$ cat src/rtl/uart_tx_arbiter_if.sv
// Bundle between the byte sources, the UART TX core and uart_tx_arbiter.
//   req_valid/req_data/req_last/req_ready : per-requester byte handshake
//   grant                                 : one-hot current owner, 0 when idle
//   tx_data/tx_start/tx_busy              : UART TX core start/busy interface
//   timeout_pulse                         : one-cycle pulse on forced lock release
// Modports: slave = the arbiter, master = requesters plus UART core side.
interface uart_tx_arbiter_if #(
    parameter int NREQ = 2
);
    logic [NREQ-1:0]   req_valid;
    logic [8*NREQ-1:0] req_data;
    logic [NREQ-1:0]   req_last;
    logic [NREQ-1:0]   req_ready;
    logic [NREQ-1:0]   grant;
    logic [7:0]        tx_data;
    logic              tx_start;
    logic              tx_busy;
    logic              timeout_pulse;

    modport master (
        output req_valid, req_data, req_last, tx_busy,
        input  req_ready, grant, tx_data, tx_start, timeout_pulse
    );

    modport slave (
        input  req_valid, req_data, req_last, tx_busy,
        output req_ready, grant, tx_data, tx_start, timeout_pulse
    );
endinterface

$ cat src/rtl/uart_tx_arbiter.sv
// Shares one UART transmitter between NREQ byte sources. Round-robin grant with
// packet locking: the owner keeps the UART until its byte flagged last has been
// sent. A stalled owner loses the lock after TIMEOUT idle cycles in ACCEPT.
// Ports:
//   clk12   : system clock (12 MHz)
//   resetn  : synchronous reset, active low
//   bus     : uart_tx_arbiter_if.slave (request handshake, grant, UART start/busy,
//             timeout pulse)
//
// state      | meaning
// -----------+------------------------------------------------------------
// S_IDLE     | no owner; pick next valid requester starting at rr_ptr
// S_ACCEPT   | owner granted; ready while UART idle; timeout counter running
// S_WAIT_BUSY| tx_start issued; wait up to BUSY_WAIT cycles for tx_busy
// S_WAIT_DONE| UART shifting; on tx_busy low release lock or take next byte
module uart_tx_arbiter #(
    parameter int NREQ      = 2,
    parameter int TIMEOUT   = 1200,
    parameter int BUSY_WAIT = 4
) (
    input logic               clk12,
    input logic               resetn,
    uart_tx_arbiter_if.slave  bus
);
    localparam int RW = (NREQ > 1)      ? $clog2(NREQ)      : 1;
    localparam int TW = (TIMEOUT > 1)   ? $clog2(TIMEOUT)   : 1;
    localparam int BW = (BUSY_WAIT > 1) ? $clog2(BUSY_WAIT) : 1;

    typedef enum logic [1:0] {
        S_IDLE,
        S_ACCEPT,
        S_WAIT_BUSY,
        S_WAIT_DONE
    } state_t;

    state_t            state;
    logic [NREQ-1:0]   grant_q;
    logic [RW-1:0]     owner_idx;
    logic [RW-1:0]     rr_ptr;
    logic [TW-1:0]     to_cnt;
    logic [BW-1:0]     bw_cnt;
    logic [7:0]        tx_data_q;
    logic              tx_start_q;
    logic              timeout_pulse_q;
    logic              last_q;

    logic [NREQ-1:0]   pick_oh;
    logic [RW-1:0]     pick_idx;
    logic              pick_found;
    logic [7:0]        sel_data;
    logic              sel_last;
    logic [NREQ-1:0]   ready;
    logic              handshake;
    logic              byte_done;
    logic [RW-1:0]     next_ptr;

    // Rotating priority: first pass covers rr_ptr..NREQ-1, second pass wraps to 0.
    always_comb begin
        pick_oh    = '0;
        pick_idx   = '0;
        pick_found = 1'b0;
        for (int i = 0; i < NREQ; i++) begin
            if (!pick_found && bus.req_valid[i] && (RW'(i) >= rr_ptr)) begin
                pick_found  = 1'b1;
                pick_idx    = RW'(i);
                pick_oh[i]  = 1'b1;
            end
        end
        for (int i = 0; i < NREQ; i++) begin
            if (!pick_found && bus.req_valid[i]) begin
                pick_found  = 1'b1;
                pick_idx    = RW'(i);
                pick_oh[i]  = 1'b1;
            end
        end
    end

    always_comb begin
        sel_data = '0;
        sel_last = 1'b0;
        for (int i = 0; i < NREQ; i++) begin
            if (grant_q[i]) begin
                sel_data = bus.req_data[8*i +: 8];
                sel_last = bus.req_last[i];
            end
        end
    end

    assign ready     = (state == S_ACCEPT && !bus.tx_busy) ? grant_q : '0;
    assign handshake = |(bus.req_valid & ready);

    // A byte is finished when the UART drops busy, or when it never raised busy
    // within the BUSY_WAIT window (dead or absent core).
    assign byte_done = !bus.tx_busy &&
                       ((state == S_WAIT_DONE) ||
                        (state == S_WAIT_BUSY && bw_cnt == BW'(BUSY_WAIT - 1)));

    assign next_ptr  = (owner_idx == RW'(NREQ - 1)) ? '0 : owner_idx + RW'(1);

    always_ff @(posedge clk12) begin
        if (!resetn) begin
            state           <= S_IDLE;
            grant_q         <= '0;
            owner_idx       <= '0;
            rr_ptr          <= '0;
            to_cnt          <= '0;
            bw_cnt          <= '0;
            tx_data_q       <= '0;
            tx_start_q      <= 1'b0;
            timeout_pulse_q <= 1'b0;
            last_q          <= 1'b0;
        end else begin
            tx_start_q      <= 1'b0;
            timeout_pulse_q <= 1'b0;
            case (state)
                S_IDLE: begin
                    if (pick_found) begin
                        grant_q   <= pick_oh;
                        owner_idx <= pick_idx;
                        to_cnt    <= '0;
                        state     <= S_ACCEPT;
                    end
                end
                S_ACCEPT: begin
                    if (handshake) begin
                        tx_data_q  <= sel_data;
                        last_q     <= sel_last;
                        tx_start_q <= 1'b1;
                        bw_cnt     <= '0;
                        state      <= S_WAIT_BUSY;
                    end else if (to_cnt == TW'(TIMEOUT - 1)) begin
                        grant_q         <= '0;
                        timeout_pulse_q <= 1'b1;
                        rr_ptr          <= next_ptr;
                        state           <= S_IDLE;
                    end else if (to_cnt != '1) begin
                        to_cnt <= to_cnt + TW'(1);
                    end
                end
                S_WAIT_BUSY, S_WAIT_DONE: begin
                    if (byte_done) begin
                        if (last_q) begin
                            grant_q <= '0;
                            rr_ptr  <= next_ptr;
                            state   <= S_IDLE;
                        end else begin
                            to_cnt  <= '0;
                            state   <= S_ACCEPT;
                        end
                    end else if (state == S_WAIT_BUSY) begin
                        if (bus.tx_busy) begin
                            state <= S_WAIT_DONE;
                        end else begin
                            bw_cnt <= bw_cnt + BW'(1);
                        end
                    end
                end
                default: state <= S_IDLE;
            endcase
        end
    end

    assign bus.req_ready     = ready;
    assign bus.grant         = grant_q;
    assign bus.tx_data       = tx_data_q;
    assign bus.tx_start      = tx_start_q;
    assign bus.timeout_pulse = timeout_pulse_q;

endmodule

$ cat src/flat_wrapper.sv
// flat-port wrapper written by rule: the top's interface ports become plain ports
module uart_tx_arbiter_flat 
#(
    parameter int NREQ      = 2,
    parameter int TIMEOUT   = 1200,
    parameter int BUSY_WAIT = 4
)
  (clk12, resetn, bus_req_valid, bus_req_data, bus_req_last, bus_tx_busy, bus_req_ready, bus_grant, bus_tx_data, bus_tx_start, bus_timeout_pulse);
  uart_tx_arbiter_if #(.NREQ(NREQ)) bus_i ();
  input logic clk12;
  input logic resetn;
  input wire logic [$bits(bus_i.req_valid)-1:0] bus_req_valid;
  input wire logic [$bits(bus_i.req_data)-1:0] bus_req_data;
  input wire logic [$bits(bus_i.req_last)-1:0] bus_req_last;
  input wire logic [$bits(bus_i.tx_busy)-1:0] bus_tx_busy;
  output wire logic [$bits(bus_i.req_ready)-1:0] bus_req_ready;
  output wire logic [$bits(bus_i.grant)-1:0] bus_grant;
  output wire logic [$bits(bus_i.tx_data)-1:0] bus_tx_data;
  output wire logic [$bits(bus_i.tx_start)-1:0] bus_tx_start;
  output wire logic [$bits(bus_i.timeout_pulse)-1:0] bus_timeout_pulse;
  assign bus_i.req_valid = bus_req_valid;
  assign bus_i.req_data = bus_req_data;
  assign bus_i.req_last = bus_req_last;
  assign bus_i.tx_busy = bus_tx_busy;
  assign bus_req_ready = bus_i.req_ready;
  assign bus_grant = bus_i.grant;
  assign bus_tx_data = bus_i.tx_data;
  assign bus_tx_start = bus_i.tx_start;
  assign bus_timeout_pulse = bus_i.timeout_pulse;
  uart_tx_arbiter #(.NREQ(NREQ), .TIMEOUT(TIMEOUT), .BUSY_WAIT(BUSY_WAIT)) u_core (.clk12(clk12), .resetn(resetn), .bus(bus_i));
endmodule
$ cat config.mk
export PLATFORM = sky130hd
export DESIGN_NAME = uart_tx_arbiter_flat
export DESIGN_NICKNAME = d
export VERILOG_FILES = /design/src/rtl/uart_tx_arbiter_if.sv /design/src/rtl/uart_tx_arbiter.sv /design/src/flat_wrapper.sv
export SDC_FILE = /design/constraint.sdc
export NUM_CORES = 1
export LEC_CHECK = 0
export CAP_MARGIN = 5
export CORE_UTILIZATION = 49
export CTS_CLUSTER_SIZE = 10
export DETAILED_ROUTE_END_ITERATION = 16
export PLACE_DENSITY = 0.79
export SYNTH_ARGS = -nofsm -noshare
export SYNTH_HDL_FRONTEND = slang
export SYNTH_SLANG_ARGS = --single-unit
$ cat constraint.sdc
create_clock -name clk12 -period 2 [get_ports clk12]
set_clock_uncertainty 0.05 [all_clocks]
set_input_delay 0.2 -clock clk12 [delete_from_list [all_inputs] [get_ports clk12]]
set_output_delay 0.2 -clock clk12 [all_outputs]
set_load 0.05 [all_outputs]
==> metrics <==
CTS Root Cell=clkbuf_4; Fin Hold WS=approximately 0.46 ns; worst slack, placed=about 0.0041 ns; reg2reg start=u_core.to_cnt[7]; Nets=approximately 250; Die Wd=just under 60 µm; final hold vios=0; post_cts resized=0; Clock transition at path regs=0.10 ns; post-synthesis average cell area=9.09 µm²; Clock Sinks=30; gr usage total=0.257; Crit path arrival time=about 2.1 ns; vias in the first global route=between 1,500 and 2,000; status=finished clean; initial antenna violation count=0; Setup Viol. Count Final=0; leakage power=about 0.95 nW; CP endpoint kind=register; ys async rst share=0; RD Place Congestion=0.862; crit share post-route=0.946; hold_sp=u_core.bw_cnt[1]; setup bufs post-CTS=0; clk_lat worst skew=between 0.3 and 0.4 ns; minimum clock period=1.89 ns; Synth Cell Area=approximately 0.0016 mm²; delay-heaviest family, CP=compound AO/OA/AOI/OAI gates; Setup TNS=0 ns; crit-path max FO=6; H-tree levels=2; hold path endpoint=u_core.bw_cnt[1]; via/cell ratio=roughly 6; CP startpoint kind=register; Post-synth EDFFs=0; initial DRC count=75; RSZ-0062 raised after global routing=no; layout cells sized above 1=0.191; critical path depth=5; Gate Count Post-Synth=approximately 180; worst r2r path cells=5; first-pass GRT wire length=about 6.6 mm; commonest non-fill, non-tap cell in the layout=clkdlybuf4s50_1; TritonCTS clock tree=yes; PortBufs=36; worst path bufs/invs=0; Avg WL per Cell=about 15 µm; VDD IR max=between 0.4 and 0.5 mV; area grow syn2layout=36.9%; Post-Synthesis Net Count=200; Top FF cell, synth=dfxtp_1; post-detail-place hpwl=between 2 and 3 mm; post-synthesis register bit count=30; router iterations before antenna repair=4; Util after Layout=0.708; total gr overflow=0; max_slew headroom=0.590; crit-path max cell delay=approximately 0.50 ns; TritonCTS buffer count=5; Initial Util=0.517; HP Class=register to register; Critical Path RT=roughly 2.2 ns; Hold-fix buffers, CTS=0; max-cap violations=0; Post-Route WL=4.05 mm; routed via count=around 1,600; sequential area share after synthesis=0.377; die height=roughly 59 µm; CP Cell Sequence=or4b_4 > o22ai_2 > a311o_2 > nor4_1 > a211o_1; io pins=37; Worst-Margin Slew=about 0.61 ns; die area=approximately 0.0035 mm²; Max Transition Viols Final=0; WHS Path Cells=2; CTS max path bufs=2; Slowest cell on crit path=or4b_4; row count=20; Ys Warns=0; DR DRC count=0; critical path type=register to register; Critical R2R Capture=u_core.to_cnt[8]; antenna fix cells=0; most frequent cells in the layout=33 x clkdlybuf4s50_1, 29 x dfxtp_1, 20 x nand2_1, 16 x buf_4; Yosys cell types=about 50; largest net degree at the start of global routing=27; final setup margin=approximately 0.11 ns; r2r setup slk=between 0.1 and 0.15 ns; core area=0.00308 mm²; Pwr Density=599 mW/mm²; DRT antenna net count=0; fmax=between 500 and 600 MHz
logic make-up after synthesis:
logic type | synth area share
flops | 0.377
buf+inv | 0.0385
simple gates | 0.260
fa+ha+maj | 0.0157
compound gates | 0.308
power by group:
part	internal (mW)	leakage [nW]	total [mW]	switching, mW
Clock	0.240	0.0446	0.461	0.221
Combinational	0.106	0.663	0.218	0.113
Sequential	0.611	0.244	0.626	0.0142
tightest hold or removal path: cells and delay by family (launching register included):
family | cells | cell delay (ns)
simple gates | 1 | 0.07
flops | 1 | 0.33
compound gates | 1 | 0.07
per-stage QoR:
step	cells	total power [mW]	cell area, µm²
4_1_cts	269	1.31	2180
3_3_place_gp	261	0.850	2100
3_5_place_dp	261	0.855	2100
6_report	269	1.30	2180
5_1_grt	269	1.35	2180
2_1_floorplan	175	0.758	1600
synthesized netlist by cell type, types with 3 or more instances:
cell type   n  share of area
nor3b_1     5          0.024
clkbuf_1    5          0.012
nand2_1    20          0.047
o211a_1    10          0.063
o21ai_0     4          0.013
nand3_1    10          0.031
a22oi_1     9          0.042
and2_1      5          0.020
dfxtp_1    30           0.38
a211o_1     5          0.028
o31ai_1     7          0.033
nor2_1      9          0.021
o21a_1      4          0.019
inv_1       3         0.0071
nor2b_1     3          0.012
a21o_1      3          0.014
nand4_1     3          0.012
state kept, by name (all words and copies together) (netlist names):
signal / cells
u_core.bus.grant: 2
u_core.bus.timeout_pulse: 1
u_core.bus.tx_data: 8
u_core.bus.tx_start: 1
u_core.bw_cnt: 2
u_core.last_q: 1
u_core.owner_idx: 1
u_core.rr_ptr: 1
u_core.state: 2
u_core.to_cnt: 11
routing by layer:
metal / wire, µm / vias to the layer above / GRT usage
met3: 252 / 6 / 0.0852
met5: 0 / - / 0
met1: 1680 / 743 / 0.283
met4: 53 / 0 / 0.119
li1: - / 766 / -
met2: 2060 / 54 / 0.445
worst max path at each step:
stage                                   to           startpoint  slack [ns]
after floorplan           u_core.to_cnt[4]  u_core.bus.grant[1]        0.04
after global placement    u_core.to_cnt[8]     bus_req_valid[0]        0.04
after detailed placement  u_core.to_cnt[8]     bus_req_valid[0]       0.004
after CTS                 u_core.to_cnt[8]     u_core.to_cnt[7]        0.06
after global routing      u_core.to_cnt[4]     u_core.to_cnt[7]        0.04
final                     u_core.to_cnt[8]     u_core.to_cnt[7]        0.11
layout make-up:
class	count	area [µm²]
clock buffers	8	78.8
flip-flops and latches	30	602
well taps	44	55.1
repair buffers	51	490
fillers	258	898
inverters	3	11.3
multi-input cells	133	942
(Power assumes the default switching activity.)
